--- src/rtl/joy_serial_pkg.sv ---
// Shared types and constants for the DB9/JAMMA serial joystick reader.
// No logic; the frame-period helper gives the cycle count between commits.
package joy_serial_pkg;

  localparam int DEF_CLK_DIV   = 8;
  localparam int DEF_NUM_BITS  = 16;
  localparam int DEF_GAP_TICKS = 64;

  typedef enum logic [1:0] {
    ST_GAP      = 2'd0,
    ST_LOAD     = 2'd1,
    ST_SHIFT_LO = 2'd2,
    ST_SHIFT_HI = 2'd3
  } joy_state_e;

  function automatic int frame_period(input int clk_div, input int num_bits, input int gap_ticks);
    return (1 + 2 * num_bits + gap_ticks) * clk_div;
  endfunction

endpackage

--- src/rtl/joy_db9_serial_reader_if.sv ---
// Pin bundle between the serial reader (master) and the shift-register chain / core (slave).
// Pure wiring, no latency; ENABLE is the only flow control and is honoured between frames.
interface joy_db9_serial_reader_if #(
  parameter int NUM_BITS = 16
);
  logic                ENABLE;
  logic                JOY_CLK;
  logic                JOY_LOAD;
  logic                JOY_DATA;
  logic [NUM_BITS-1:0] JOY_OUT;
  logic                JOY_VALID;

  modport master (
    input  ENABLE,
    input  JOY_DATA,
    output JOY_CLK,
    output JOY_LOAD,
    output JOY_OUT,
    output JOY_VALID
  );

  modport slave (
    output ENABLE,
    output JOY_DATA,
    input  JOY_CLK,
    input  JOY_LOAD,
    input  JOY_OUT,
    input  JOY_VALID
  );
endinterface

--- src/rtl/joy_tick_gen.sv ---
// Free-running divider: tick_o is high for one CLK_50 cycle out of every CLK_DIV.
// Tick is decoded from the counter register, so it is stable for the whole cycle.
module joy_tick_gen #(
  parameter int CLK_DIV = 8
) (
  input  logic CLK_50,
  input  logic RESET_N,
  output logic tick_o
);
  localparam int CW = (CLK_DIV > 1) ? $clog2(CLK_DIV) : 1;

  logic [CW-1:0] cnt_q, cnt_d;

  assign tick_o = (cnt_q == CW'(CLK_DIV - 1));

  always_comb begin
    cnt_d = tick_o ? '0 : cnt_q + CW'(1);
  end

  always_ff @(posedge CLK_50 or negedge RESET_N) begin
    if (!RESET_N) cnt_q <= '0;
    else          cnt_q <= cnt_d;
  end
endmodule

--- src/rtl/joy_db9_serial_reader.sv ---
// Polls a 74HC165-style chain: load pulse, NUM_BITS clocked reads, then an idle gap; commits the
// inverted word with a one-cycle JOY_VALID. No backpressure; ENABLE only gates the next frame.
module joy_db9_serial_reader
  import joy_serial_pkg::*;
#(
  parameter int CLK_DIV   = DEF_CLK_DIV,
  parameter int NUM_BITS  = DEF_NUM_BITS,
  parameter int GAP_TICKS = DEF_GAP_TICKS
) (
  input  logic                      CLK_50,
  input  logic                      RESET_N,
  joy_db9_serial_reader_if.master   bus
);
  localparam logic [1:0] S_GAP      = ST_GAP;
  localparam logic [1:0] S_LOAD     = ST_LOAD;
  localparam logic [1:0] S_SHIFT_LO = ST_SHIFT_LO;
  localparam logic [1:0] S_SHIFT_HI = ST_SHIFT_HI;

  localparam int GW = (GAP_TICKS > 1) ? $clog2(GAP_TICKS) : 1;
  localparam int BW = (NUM_BITS > 1) ? $clog2(NUM_BITS) : 1;

  logic                tick;
  logic [1:0]          sync_q;
  logic [1:0]          state_q, state_d;
  logic [GW-1:0]       gap_q, gap_d;
  logic [BW-1:0]       bit_q, bit_d;
  logic [NUM_BITS-1:0] sr_q, sr_d;
  logic [NUM_BITS-1:0] out_q, out_d;
  logic                vld_q, vld_d;
  logic                clk_q, clk_d;
  logic                load_q, load_d;

  joy_tick_gen #(.CLK_DIV(CLK_DIV)) u_tick (
    .CLK_50  (CLK_50),
    .RESET_N (RESET_N),
    .tick_o  (tick)
  );

  // JOY_CLK/JOY_LOAD are registered alongside the state so each level spans a full tick period.
  always_comb begin
    state_d = state_q;
    gap_d   = gap_q;
    bit_d   = bit_q;
    sr_d    = sr_q;
    out_d   = out_q;
    vld_d   = 1'b0;
    clk_d   = clk_q;
    load_d  = load_q;
    if (tick) begin
      case (state_q)
        S_GAP: begin
          if (gap_q == GW'(GAP_TICKS - 1)) begin
            if (bus.ENABLE) begin
              state_d = S_LOAD;
              gap_d   = '0;
              load_d  = 1'b0;
            end
          end else begin
            gap_d = gap_q + GW'(1);
          end
        end
        S_LOAD: begin
          state_d = S_SHIFT_LO;
          bit_d   = '0;
          load_d  = 1'b1;
        end
        S_SHIFT_LO: begin
          sr_d    = {sr_q[NUM_BITS-2:0], sync_q[1]};
          state_d = S_SHIFT_HI;
          clk_d   = 1'b1;
        end
        default: begin
          clk_d  = 1'b0;
          load_d = 1'b1;
          if (bit_q == BW'(NUM_BITS - 1)) begin
            out_d   = ~sr_q;
            vld_d   = 1'b1;
            state_d = S_GAP;
          end else begin
            bit_d   = bit_q + BW'(1);
            state_d = S_SHIFT_LO;
          end
        end
      endcase
    end
  end

  always_ff @(posedge CLK_50 or negedge RESET_N) begin
    if (!RESET_N) begin
      sync_q  <= 2'b11;
      state_q <= S_GAP;
      gap_q   <= '0;
      bit_q   <= '0;
      sr_q    <= '0;
      out_q   <= '0;
      vld_q   <= 1'b0;
      clk_q   <= 1'b0;
      load_q  <= 1'b1;
    end else begin
      sync_q  <= {sync_q[0], bus.JOY_DATA};
      state_q <= state_d;
      gap_q   <= gap_d;
      bit_q   <= bit_d;
      sr_q    <= sr_d;
      out_q   <= out_d;
      vld_q   <= vld_d;
      clk_q   <= clk_d;
      load_q  <= load_d;
    end
  end

  assign bus.JOY_CLK   = clk_q;
  assign bus.JOY_LOAD  = load_q;
  assign bus.JOY_OUT   = out_q;
  assign bus.JOY_VALID = vld_q;
endmodule

--- src/flat_wrapper.sv ---
// flat-port wrapper written by rule: the top's interface ports become plain ports
module joy_db9_serial_reader_flat import joy_serial_pkg::*;
#(
  parameter int CLK_DIV   = DEF_CLK_DIV,
  parameter int NUM_BITS  = DEF_NUM_BITS,
  parameter int GAP_TICKS = DEF_GAP_TICKS
)
  (CLK_50, RESET_N, bus_ENABLE, bus_JOY_DATA, bus_JOY_CLK, bus_JOY_LOAD, bus_JOY_OUT, bus_JOY_VALID);
  joy_db9_serial_reader_if #(.NUM_BITS(NUM_BITS)) bus_i ();
  input  logic CLK_50;
  input  logic RESET_N;
  input wire logic [$bits(bus_i.ENABLE)-1:0] bus_ENABLE;
  input wire logic [$bits(bus_i.JOY_DATA)-1:0] bus_JOY_DATA;
  output wire logic [$bits(bus_i.JOY_CLK)-1:0] bus_JOY_CLK;
  output wire logic [$bits(bus_i.JOY_LOAD)-1:0] bus_JOY_LOAD;
  output wire logic [$bits(bus_i.JOY_OUT)-1:0] bus_JOY_OUT;
  output wire logic [$bits(bus_i.JOY_VALID)-1:0] bus_JOY_VALID;
  assign bus_i.ENABLE = bus_ENABLE;
  assign bus_i.JOY_DATA = bus_JOY_DATA;
  assign bus_JOY_CLK = bus_i.JOY_CLK;
  assign bus_JOY_LOAD = bus_i.JOY_LOAD;
  assign bus_JOY_OUT = bus_i.JOY_OUT;
  assign bus_JOY_VALID = bus_i.JOY_VALID;
  joy_db9_serial_reader #(.CLK_DIV(CLK_DIV), .NUM_BITS(NUM_BITS), .GAP_TICKS(GAP_TICKS)) u_core (.CLK_50(CLK_50), .RESET_N(RESET_N), .bus(bus_i));
endmodule
--- config.mk ---
export PLATFORM = sky130hd
export DESIGN_NAME = joy_db9_serial_reader_flat
export DESIGN_NICKNAME = d
export VERILOG_FILES = /design/src/rtl/joy_serial_pkg.sv /design/src/rtl/joy_db9_serial_reader_if.sv /design/src/rtl/joy_tick_gen.sv /design/src/rtl/joy_db9_serial_reader.sv /design/src/flat_wrapper.sv
export SDC_FILE = /design/constraint.sdc
export NUM_CORES = 1
export LEC_CHECK = 0
export CAP_MARGIN = 5
export CORE_UTILIZATION = 30
export CTS_BUF_LIST = sky130_fd_sc_hd__clkbuf_16
export CTS_CLUSTER_DIAMETER = 40
export DETAILED_ROUTE_END_ITERATION = 8
export GPL_ROUTABILITY_DRIVEN = 0
export GPL_TIMING_DRIVEN = 0
export SLEW_MARGIN = 20
export SYNTH_ARGS = -nofsm -noshare
export SYNTH_HDL_FRONTEND = slang
export SYNTH_SLANG_ARGS = --single-unit
--- constraint.sdc ---
create_clock -name CLK_50 -period 2.6 [get_ports CLK_50]
set_clock_uncertainty 0.05 [all_clocks]
set_input_delay 0.65 -clock CLK_50 [delete_from_list [all_inputs] [get_ports CLK_50]]
set_output_delay 0.65 -clock CLK_50 [all_outputs]
set_load 0.03 [all_outputs]
After elaboration in Yosys (flattened, before gate mapping) --
Index checks and enable logic that the tools add are counted.
Storage, ports and cells: output and inout bits 19, register bits after elaboration 52, input bits 4, logic and storage cells 54
Operators by class: bitwise operators 5, muxes and demuxes 16, add/subtract/negate cells 3, reduce and logical (&&, ||, !) cells 11, eq/ne operators 9
Operator list (count):
- $not A16 Y16 | 1
- $mux W6 | 2
- $reduce_and A3 Y1 | 4
- $pmux W4 S2 | 1
- $add A6 B1 Y6 const B | 1
- $eq A6 B6 Y1 const B | 1
- $mux W2 | 3
- $ne A2 B2 Y1 const B | 3
- $pmux W2 S3 | 1
- $mux W1 | 5
- $add A4 B1 Y4 const B | 1
- $eq A4 B4 Y1 const B | 1
- $mux W4 | 1
- $not A1 Y1 | 4
- $pmux W1 S2 | 2
- $reduce_and A2 Y1 | 2
- $reduce_and A4 Y1 | 1
- $reduce_or A2 Y1 | 2
- $add A3 B1 Y3 const B | 1
- $eq A3 B3 Y1 const B | 1
- $mux W3 | 1
- $reduce_or A3 Y1 | 1
- $eq A2 B1 Y1 const B | 1
- $eq A2 B2 Y1 const B | 1
- 2 further kinds | 2

Depth between registers and ports, before layout --
depth after elaboration 4, gate-level depth with buffers 6, depth with buffers taken out 5

Cells and area by module --
From an unflattened synthesis, not the netlist that was laid out.
Unflattened totals: cells, all modules 177, area, all modules 2314.7 sq um
By module, submodules not included:
- joy_db9_serial_reader | cells an instance 171, sequential area each 1229.9 sq um, area each 2210.9 sq um, times used 1
- joy_tick_gen | cells an instance 6, sequential area each 75.1 sq um, area each 103.8 sq um, times used 1

Worst setup path before layout --
OpenSTA, ideal clock, no wires.
path kind reg-to-reg, from register u_core.u_tick.cnt_q[0], to register u_core.sr_q[10], cell stages (with the launch flop) 7, period minus slack after synthesis 1772 ps, required time 2425 ps, data arrival time 1597 ps, setup slack 828 ps, buffers on the path 2, cell sequence dfrtp_1 -> ha_1 -> ha_1 -> buf_4 -> nand2_2 -> buf_2 -> mux2_2
On the way: cells in the longest elaborated chain, start to end 2
RTL lines:
- start: declaration | line joy_tick_gen.sv:12 | logic [CW-1:0] cnt_q, cnt_d;
- start signal: assignment | line joy_tick_gen.sv:22 | else cnt_q <= cnt_d;
- $eq A3 B3 Y1 | line joy_tick_gen.sv:14 | assign tick_o = (cnt_q == CW'(CLK_DIV - 1));
- $reduce_and A2 Y1 (no line)
- end signal: assignment | line joy_db9_serial_reader.sv:104 | sr_q <= sr_d;
- end: declaration | line joy_db9_serial_reader.sv:27 | logic [NUM_BITS-1:0] sr_q, sr_d;
No other way between the ends. A chain may end at the register's enable or synchronous reset.

Worst setup path after layout --
from register u_core.load_q, in the netlist u_core.bus.JOY_LOAD, to output port bus_JOY_LOAD
RTL lines:
- start: declaration | line joy_db9_serial_reader.sv:31 | logic load_q, load_d;
- start signal: assignment | line joy_db9_serial_reader.sv:108 | load_q <= load_d;
- end: declaration | line flat_wrapper.sv:15 | output wire logic [$bits(bus_i.JOY_LOAD)-1:0] bus_JOY_LOAD;
No word-level cell between the ends.

==> results.sh <==
export IMPL_fmax_ghz=0.459
export IMPL_wl_met2_um=1520
export IMPL_m1WireLength_um=1790
export IMPL_nNetsFinal=218
export IMPL_timing_rr_start="u_core.u_tick.cnt_q[0]"
export IMPL_path_depth=1
export IMPL_ant_nets=0
export IMPL_drive_gt1_share_pct=19.4
export IMPL_grt_pass1_wl_um=6010
export IMPL_final_common_cell="dfrtp_1"
export IMPL_drc=0
export IMPL_worstSetupPathType="reg -> out"
export IMPL_die_area_sq_um=7990
export IMPL_yosys_cell_types_count=39
export IMPL_drv_slew=0
export IMPL_antenna_found_initial=0
export IMPL_routed_via_density=4.52
export IMPL_die_w_um=89.4
export IMPL_holdWs_ns=0.306
export IMPL_yosys_warnings=0
export IMPL_wl_met3_um=130
export IMPL_fillCellCount=706
export IMPL_cts_clk_slew_worst_paths_ns=0.07
export IMPL_switching_share_pct=20.6
export IMPL_final_cell_mix="dfrtp_1 (49), inv_1 (23), clkdlybuf4s50_1 (21)"
export IMPL_synth_nets=189
export IMPL_internal_power_mw=1.30
export IMPL_critPathBufInv=1
export IMPL_initial_core_util_pct=31.2
export IMPL_grt_pass1_vias=1277
export IMPL_fp_coreArea_sq_um=7330
export IMPL_whs_path_depth=0
export IMPL_finalCritPeriodShare_pct=83.8
export IMPL_status="completed"
export IMPL_syn_to_final_growth_pct=22.2
export IMPL_grt_usage_pct=9.98
export IMPL_antennaDiodeCount=0
export IMPL_min_from="u_core.sync_q[0]"
export IMPL_cp_max_fo=2
export IMPL_rsz0062_at_grt="false"
export IMPL_min_to="u_core.sync_q[1]"
export IMPL_multiInputGateArea_sq_um=850
export IMPL_cts_buffers=5
export IMPL_cp_required_ns=1.90
export IMPL_dp_hpwl_um=2340
export IMPL_powerDensity_nw_per_um2=584
export IMPL_cts_tree="yes"
export IMPL_critical_path_slowest_cell="clkdlybuf4s50_1"
export IMPL_rows=31
export IMPL_clock_latency_ns=0.29
export IMPL_top_layer_used="met4"
export IMPL_irDropWorstVdd_mv=0.223
export IMPL_p_sw_uw=337
export IMPL_h_tree_depth=2
export IMPL_pwr_share_clk_pct=45.2
export IMPL_cts_repair_resized=0
export IMPL_reg2reg_depth=6
export IMPL_die_h_um=89.4
export IMPL_combinationalPowerShare_pct=3.8
export IMPL_first_iter_violations=50
export IMPL_wl_per_cell_um=11.4
export IMPL_vias=1378
export IMPL_setup_tns_final_ns=0
export IMPL_post_cts_buffers=0
export IMPL_totalWireLength_um=3490
export IMPL_synthCells=176
export IMPL_yosysSeqAreaShare_pct=57.0
export IMPL_cap_violations=0
export IMPL_power_frac_seq_pct=51.0
export IMPL_crit_arrival_ns=1.48
export IMPL_hp_class="reg -> reg"
export IMPL_syn_area_sq_um=2290
export IMPL_firstDrtPassIters=4
export IMPL_crit_chain="clkdlybuf4s50_1"
export IMPL_numClockSinks=52
export IMPL_slowest_delay_ns=0.66
export IMPL_p_leak_nw=1.26
export IMPL_overflow=0
export IMPL_min_period_ns=2.18
export IMPL_critPathTopFamily="buffers and inverters"
export IMPL_r2r_end="u_core.sr_q[13]"
export IMPL_rrSetupSlack_ns=0.65
export IMPL_timing_slew_headroom_pct=55.8
export IMPL_yosysTopAreaCell="dfrtp_1"
export IMPL_crit_start="u_core.bus.JOY_LOAD"
export IMPL_cts_root_buf="clkbuf_16"
export IMPL_ys_ff_latch=52
export IMPL_hold_violations=0
export IMPL_regArea_sq_um=1310
export IMPL_synth_top_area_share_pct=53.6
export IMPL_ios=23
export IMPL_grt_max_degree=53
export IMPL_worstMarginPinSlew_ns=0.664
export IMPL_syn_area_per_cell_sq_um=13.0
export IMPL_yosys_top_cells_area="dfrtp_1 (54%), mux2_2 (9.3%), mux2i_1 (7.4%)"
export IMPL_cts_buffer_depth=2
export IMPL_setup_worst_path_start_class="flop"
export IMPL_cts_hold_buf=0
export IMPL_port_buffer_count=22
export IMPL_cp_end_kind="output port"
export IMPL_finalSetupViolCount=0
registers in the layout (all words and copies together) (netlist names):
signal and flops:
u_core.gap_q 6, u_core.sync_q 2, u_core.bit_q 4, u_core.bus.JOY_CLK 1
u_core.bus.JOY_LOAD 1, u_core.bus.JOY_OUT 16, u_core.sr_q 16, u_core.state_q 2
u_core.bus.JOY_VALID 1, u_core.u_tick.cnt_q 3
cell type report:
class | count | area share [%]
buffer | 4 | 1.88
clock buffer | 5 | 4.47
clock inverter | 3 | 1.52
inverter | 22 | 2.95
multi-input combinational | 98 | 30.4
sequential | 52 | 46.6
tap | 99 | 4.43
timing repair buffer | 22 | 7.78
Yosys cell counts (all sizes together):
| library cell | instances |
|---|---|
| nor2b | 4 |
| dfstp | 3 |
| mux2i | 17 |
| inv | 22 |
| a22oi | 1 |
| o21ai | 3 |
| o311a | 1 |
| o311ai | 1 |
| and3 | 3 |
| or3 | 1 |
| ha | 9 |
| o211ai | 2 |
| nand2 | 6 |
| a211o | 1 |
| nand3b | 1 |
| a41oi | 1 |
| o21a | 2 |
| nand2b | 1 |
| nor4 | 1 |
| mux2 | 19 |
| buf | 4 |
| or3b | 1 |
| o41ai | 2 |
| nor3b | 2 |
| a21oi | 5 |
| o22ai | 1 |
| a41o | 1 |
| nor2 | 3 |
| nand3 | 5 |
| nand4 | 1 |
| o31ai | 1 |
| o21bai | 2 |
| dfrtp | 49 |
per-layer routing:
| layer | track usage [%] | vias to the layer above |
|---|---|---|
| li1 | - | 675 |
| met1 | 13.4 | 669 |
| met2 | 15.1 | 29 |
| met3 | 2.86 | 5 |
| met4 | 4.33 | 0 |
| met5 | 0 | - |
stage by stage:
stage | power, mW | cell area, sq um | worst slack [ns] | cells | util, %
after global routing | 1.71 | 2800 | 0.393 | 305 | 38.2
final | 1.64 | 2800 | 0.420 | 305 | 38.2
after CTS | 1.67 | 2800 | 0.406 | 305 | 38.2
after floorplan | 0.882 | 2290 | 0.828 | 176 | -
after detailed placement | 0.914 | 2630 | 0.454 | 297 | 35.9
after global placement | 0.913 | 2630 | -0.769 | 297 | 35.9
worst max-delay path by stage:
| stage | to | slack [ns] |
|---|---|---|
| 2_1_floorplan | u_core.sr_q[10] | 0.83 |
| 3_3_place_gp | u_core.gap_q[1] | -0.77 |
| 3_5_place_dp | u_core.state_q[1] | 0.45 |
| 4_1_cts | bus_JOY_LOAD | 0.41 |
| 5_1_grt | bus_JOY_LOAD | 0.39 |
| 6_report | bus_JOY_LOAD | 0.42 |
logic make-up (layout without fill, tap and decap cells):
logic type      Yosys count  in the layout  synth area share, %
buf+inv                  26             56                 5.90
simple gates             29             29                 7.92
compound gates           24             24                 7.49
mux                      36             36                 16.8
fa+ha+maj                 9              9                 4.92
flops                    52             52                 57.0
power groups by stage:
| stage | combinational, mW | sequential (mW) | clock [mW] |
|---|---|---|---|
| floorplan | 0.0327 | 0.849 | 0 |
| global placement | 0.0636 | 0.849 | 0 |
| detailed placement | 0.0642 | 0.850 | 0 |
| CTS | 0.0641 | 0.834 | 0.767 |
| global route | 0.0729 | 0.836 | 0.797 |
| finish | 0.0622 | 0.835 | 0.739 |
(Power assumes the default switching activity.)
